`config.mk`:
```
export PLATFORM = sky130hd
export DESIGN_NAME = uart_rx_frame_check
export DESIGN_NICKNAME = d
export VERILOG_FILES = /design/src/rtl/uart_rx_frame_check.sv
export SDC_FILE = /design/constraint.sdc
export NUM_CORES = 1
export LEC_CHECK = 0
export ABC_AREA = 1
export BUFFER_PORTS_ARGS = -buffer_cell sky130_fd_sc_hd__buf_4
export CAP_MARGIN = 10
export CORE_MARGIN = 2
export CORE_UTILIZATION = 25
export CTS_CLUSTER_DIAMETER = 80
export DETAILED_ROUTE_END_ITERATION = 10
export PLACE_DENSITY_LB_ADDON = 0.1
export SYNTH_ARGS = -nofsm -noshare
export SYNTH_HDL_FRONTEND = slang
export SYNTH_SLANG_ARGS = --single-unit
```
`constraint.sdc`:
```
create_clock -name CLK -period 1.7 [get_ports CLK]
set_input_delay 0.34 -clock CLK [delete_from_list [all_inputs] [get_ports CLK]]
set_output_delay 0.34 -clock CLK [all_outputs]
set_load 0.05 [all_outputs]
```
`src/rtl/uart_rx_frame_check.sv`:
```
`default_nettype none
// ============================================================================
// Module   : uart_rx_frame_check
// Brief    : UART RX frame checker. Judges start, data, parity and stop bits
//            at one oversample edge per bit, assembles the received word,
//            pulses per-frame error flags and keeps saturating error counters.
// Revision : 1.0  initial release
// ============================================================================
module uart_rx_frame_check #(
  parameter int DATA_WIDTH = 8,
  parameter int PRESC_W    = 6,
  parameter int CNT_W      = 5,
  parameter int CHK_OFFSET = 2,
  parameter int ERR_CNT_W  = 8
) (
  input  logic                  CLK,
  input  logic                  RST,
  input  logic                  chk_en,
  input  logic [PRESC_W-1:0]    Prescale,
  input  logic [PRESC_W-1:0]    edge_cnt,
  input  logic [CNT_W-1:0]      bit_cnt,
  input  logic                  sampled_bit,
  input  logic                  par_en,
  input  logic                  par_typ,
  input  logic                  err_clr,
  output logic                  strt_glitch,
  output logic                  par_err,
  output logic                  stp_err,
  output logic [DATA_WIDTH-1:0] data_out,
  output logic                  data_valid,
  output logic [ERR_CNT_W-1:0]  glitch_cnt,
  output logic [ERR_CNT_W-1:0]  par_err_cnt,
  output logic [ERR_CNT_W-1:0]  stp_err_cnt
);

  // Bit indices as presented by the upstream edge/bit counter.
  localparam logic [CNT_W-1:0]   FIRST_DATA_IDX = CNT_W'(1);
  localparam logic [CNT_W-1:0]   LAST_DATA_IDX  = CNT_W'(DATA_WIDTH);
  localparam logic [CNT_W-1:0]   PARITY_IDX     = CNT_W'(DATA_WIDTH + 1);
  localparam logic [CNT_W-1:0]   STOP_IDX_NOPAR = CNT_W'(DATA_WIDTH + 1);
  localparam logic [CNT_W-1:0]   STOP_IDX_PAR   = CNT_W'(DATA_WIDTH + 2);
  localparam logic [PRESC_W-1:0] OFFSET         = PRESC_W'(CHK_OFFSET);

  // The start bit is judged on the same strobe that leaves IDLE, so a
  // glitch is reported one cycle after its strobe like every other pulse.
  typedef enum logic [1:0] {
    S_IDLE   = 2'd0,
    S_DATA   = 2'd1,
    S_PARITY = 2'd2,
    S_STOP   = 2'd3
  } state_t;

  state_t                state;
  logic [CNT_W-1:0]      exp_idx;     // bit_cnt expected on the next data strobe
  logic [DATA_WIDTH-1:0] shreg;
  logic                  run_par;
  logic                  frame_bad;
  logic                  par_en_q;
  logic                  par_typ_q;

  logic                  strobe;
  logic [CNT_W-1:0]      stop_idx;
  logic [DATA_WIDTH:0]   shift_wide;
  logic [DATA_WIDTH-1:0] shift_next;

  // Evaluation edge compensates for the sampler's pipeline latency.
  assign strobe     = chk_en && (edge_cnt == (Prescale - OFFSET));
  assign stop_idx   = par_en_q ? STOP_IDX_PAR : STOP_IDX_NOPAR;
  // LSB-first: each new bit enters at the MSB and earlier bits move down.
  assign shift_wide = {sampled_bit, shreg} >> 1;
  assign shift_next = shift_wide[DATA_WIDTH-1:0];

  function automatic logic [ERR_CNT_W-1:0] sat_inc(input logic [ERR_CNT_W-1:0] v);
    return (v == '1) ? v : v + 1'b1;
  endfunction

  // Frame FSM: sequences the bits, assembles the word and registers pulses.
  always_ff @(posedge CLK or negedge RST) begin
    if (!RST) begin
      state       <= S_IDLE;
      exp_idx     <= '0;
      shreg       <= '0;
      run_par     <= 1'b0;
      frame_bad   <= 1'b0;
      par_en_q    <= 1'b0;
      par_typ_q   <= 1'b0;
      strt_glitch <= 1'b0;
      par_err     <= 1'b0;
      stp_err     <= 1'b0;
      data_valid  <= 1'b0;
      data_out    <= '0;
    end else begin
      strt_glitch <= 1'b0;
      par_err     <= 1'b0;
      stp_err     <= 1'b0;
      data_valid  <= 1'b0;
      if (!chk_en) begin
        // Frame abandoned upstream: drop partial state silently.
        state     <= S_IDLE;
        frame_bad <= 1'b0;
      end else if (strobe) begin
        case (state)
          S_IDLE: begin
            if (bit_cnt == '0) begin
              if (sampled_bit) begin
                strt_glitch <= 1'b1;
              end else begin
                state     <= S_DATA;
                exp_idx   <= FIRST_DATA_IDX;
                run_par   <= 1'b0;
                frame_bad <= 1'b0;
                par_en_q  <= par_en;
                par_typ_q <= par_typ;
              end
            end
          end
          S_DATA: begin
            if (bit_cnt != exp_idx) begin
              state <= S_IDLE;
            end else begin
              shreg   <= shift_next;
              run_par <= run_par ^ sampled_bit;
              exp_idx <= exp_idx + 1'b1;
              if (bit_cnt == LAST_DATA_IDX) begin
                state <= par_en_q ? S_PARITY : S_STOP;
              end
            end
          end
          S_PARITY: begin
            if (bit_cnt != PARITY_IDX) begin
              state <= S_IDLE;
            end else begin
              if (sampled_bit != (run_par ^ par_typ_q)) begin
                par_err   <= 1'b1;
                frame_bad <= 1'b1;
              end
              state <= S_STOP;
            end
          end
          S_STOP: begin
            state     <= S_IDLE;
            frame_bad <= 1'b0;
            if (bit_cnt == stop_idx) begin
              if (!sampled_bit) begin
                stp_err <= 1'b1;
              end else if (!frame_bad) begin
                data_out   <= shreg;
                data_valid <= 1'b1;
              end
            end
          end
          default: state <= S_IDLE;
        endcase
      end
    end
  end

  // Saturating status counters; a clear beats a same-cycle increment.
  always_ff @(posedge CLK or negedge RST) begin
    if (!RST) begin
      glitch_cnt  <= '0;
      par_err_cnt <= '0;
      stp_err_cnt <= '0;
    end else if (err_clr) begin
      glitch_cnt  <= '0;
      par_err_cnt <= '0;
      stp_err_cnt <= '0;
    end else begin
      if (strt_glitch) glitch_cnt  <= sat_inc(glitch_cnt);
      if (par_err)     par_err_cnt <= sat_inc(par_err_cnt);
      if (stp_err)     stp_err_cnt <= sat_inc(stp_err_cnt);
    end
  end

endmodule
`default_nettype wire
```
==> impl_results.md <==
- Synth top area cells: dfrtp_1, nand2_1, inv_1
- WL final: 7.60 mm
- Crit-path most repeated cell: nand2_1
- Sequential area share after synthesis: 42.7%
- Most common cell after layout, fill and taps aside: nand2_1
- Routed vias/inst: 4.18
- Tcrit/Tclk final: 91.7%
- Proportion of layout cells with a drive suffix above 1: 28.5%
- Area grow syn2layout: 30.3%
- Drc violations: 0
- Worst Path Arrival: 1.75 ns
- # diodes: 0
- Finished Cell Area: 4210 um^2
- Vias: 2,840
- WHS: 0.256 ns
- WP buf/inv: 3
- Worst slew pin tran: 0.411 ns
- Top cell type's share of synthesized area: 42.7%
- Crit path kind: reg2reg
- RR Startpoint: exp_idx[4]
- Max-cap violations: 0
- RSZ-0062 raised after global routing: no
- Gr usage total: 11.5%
- Root buf cell: clkbuf_16
- Syn nets: 457
- Worst hold start: par_typ
- Peak VDD IR: 0.304 mV
- Initial antenna violation count: 0
- Core footprint: 12,600 um^2
- Leak: 2.01 nW
- Crit path max-delay family: simple AND/OR/NAND/NOR gates
- Initial Util: 25.6%
- Clock sink total: 55
- Crit path largest cell delay: 0.43 ns
- TritonRoute pass-1 iters: 4
- Post-route ant nets: 0
- Hold Path Class: in2reg
- Clk_skew: 0.00390 ns
- Top-Level Pins: 60
- Remaining global-route overflow: 0
- Flops & latches, synth: 55
- Largest area contributor in the netlist: dfrtp_1
- WHS Endpoint: par_typ_q
- Commonest cells after routing, fill and taps aside: nand2_1, buf_4, inv_1
- Layout fillers: 1,362
- Max transition margin: 72.4%
- Num CTS Buffers: 5
- Status: finished, final reports clean
- Max Clock Freq: 0.642 GHz
- Die area: 13,800 um^2
- Placer Congestion: 0.824
- Slowest CP cell: dfrtp_1
- Worst-path fanout max: 14
- Post-DP HPWL: 5.83 mm
- Final setup margin: 0.141 ns
- Worst path cell trace: inv_1 > nand2_1 > nand2_1 > nand3_1 > nor2_4 > inv_2 > nor2_2 > nand2_2 > buf_12 > nand2_1 > o21ai_2
- Final #Nets: 536
- Final Hold Vio Count: 0
- Pre-CTS setup slack: -0.215 ns
- Tmin final: 1.56 ns
- Cell Rows: 41
- Vias in the first global route: 2,747
- Cells after Synth: 428
- Worst-Skew Late Latency: 0.30 ns
- Reg clk slew, reported paths: 0.07 ns
- Startpoint Class: flip-flop
- First-pass GRT wire length: 13.1 mm
- Yosys cell types: 32
- Post-Syn Area: 3230 um^2
- Power Dens Cells: 644 nW/um^2
- Hold path cells: 3
- Reg2reg setup slack: 0.14 ns
- Die H: 118 um
- Largest net degree at the start of global routing: 27
- Avg WL per Cell: 11.2 um
- Pins Over Slew Limit: 0
- Initial drt markers: 132
- CP required: 1.89 ns
- Syn avg cell area: 7.54 um^2
- Clock Tree Buf Depth: 2
- Yosys Warn Count: 0
- Final setup violation count: 0
- H-tree depth: 2
- CP Capture Type: flip-flop
- R2r endpoint: shreg[3]
- CTS tree: done
- Cell Area, Placed: 4010 um^2
- Die X: 118 um
- R2R cell count: 11
- # port buffers: 59
-- cell usage after synthesis (all sizes together) --
master,n
xnor2,5
nor3,12
nand2,136
nor3b,1
ha,5
a211oi,2
o21ai,41
or2,2
clkinv,1
clkbuf,2
xor2,7
nand3b,3
nand3,28
a21oi,15
nand4,5
buf,5
inv,64
nor2,35
o31ai,3
dfrtp,55
o21a,1
-- sequential cells by signal (all words and copies together) (netlist names) --
register	count
exp_idx	5
par_err_cnt	8
strt_glitch	1
run_par	1
state	2
frame_bad	1
data_valid	1
stp_err_cnt	8
par_en_q	1
par_err	1
shreg	8
stp_err	1
data_out	8
par_typ_q	1
glitch_cnt	8
-- area by class of cell --
cell class	count	area, um^2	area share, %
Inverter	65	249	5.92
Clock inverter	2	16.3	0.387
Timing Repair Buffer	79	621	14.8
Clock buffer	6	139	3.30
Tap cell	172	215	5.12
Multi-Input combinational cell	301	1580	37.6
Sequential cell	55	1380	32.9
-- worst max path at each step --
stage,from,depth (start not counted),to,slack (ns)
global placement,Prescale[1],12,shreg[3],-0.17
floorplan,stp_err_cnt[3],9,stp_err_cnt[3],0.001
finish,exp_idx[4],11,shreg[3],0.14
CTS,glitch_cnt[1],10,glitch_cnt[6],0.03
global route,exp_idx[4],11,exp_idx[3],0.004
detailed placement,Prescale[2],12,shreg[3],-0.22
-- cells by family (layout without fill, tap and decap cells) --
kind of cell / Yosys count / count (layout) / share of synthesized area, %
adders and majority gates: 5 / 5 / 1.94
DFF: 55 / 55 / 42.7
buffers and inverters: 72 / 152 / 9.27
AOI/OAI and AO/OA: 62 / 62 / 12.2
and+or+nand+nor: 222 / 222 / 30.7
xor gates and xnor gates: 12 / 12 / 3.26
-- metal layers --
layer / GRT usage, % / up-vias / part of all wire (%)
met4: 3.84 / 0 / 1.5
met3: 3.10 / 8 / 4.4
met2: 18.9 / 49 / 46
li1: - / 1508 / -
met1: 14.7 / 1275 / 48
met5: 0 / - / 0
-- tightest hold or removal path, delay by kind of cell --
family        cells  cell delay [ns]
simple gates      2             0.11
buf+inv           1             0.08
-- stage by stage --
stage | std cells | util [%] | TNS, ns | total power (W)
2_1_floorplan | 428 | - | 0 | 0.00149
3_3_place_gp | 669 | 31.7 | -3.34 | 0.00163
3_5_place_dp | 669 | 31.7 | -3.92 | 0.00163
4_1_cts | 678 | 33.1 | 0 | 0.00278
5_1_grt | 680 | 33.3 | 0 | 0.00285
6_report | 680 | 33.3 | 0 | 0.00271
-- power breakdown --
part | switching, W | internal [W]
registers | 0.00000779 | 0.00131
logic | 0.000172 | 0.000112
clock network | 0.000513 | 0.000591
total | 0.000693 | 0.00202
-- timing repair --
item / 4_1_cts / 5_1_grt
endpoints found under the setup margin: 0 / 28
setup buffers: 0 / 1
gates resized for setup: 0 / 11
hold buffers: 1 / 0
hold endpoints to repair: 24 / 0
No activity file was read; power rests on OpenSTA's default activity.
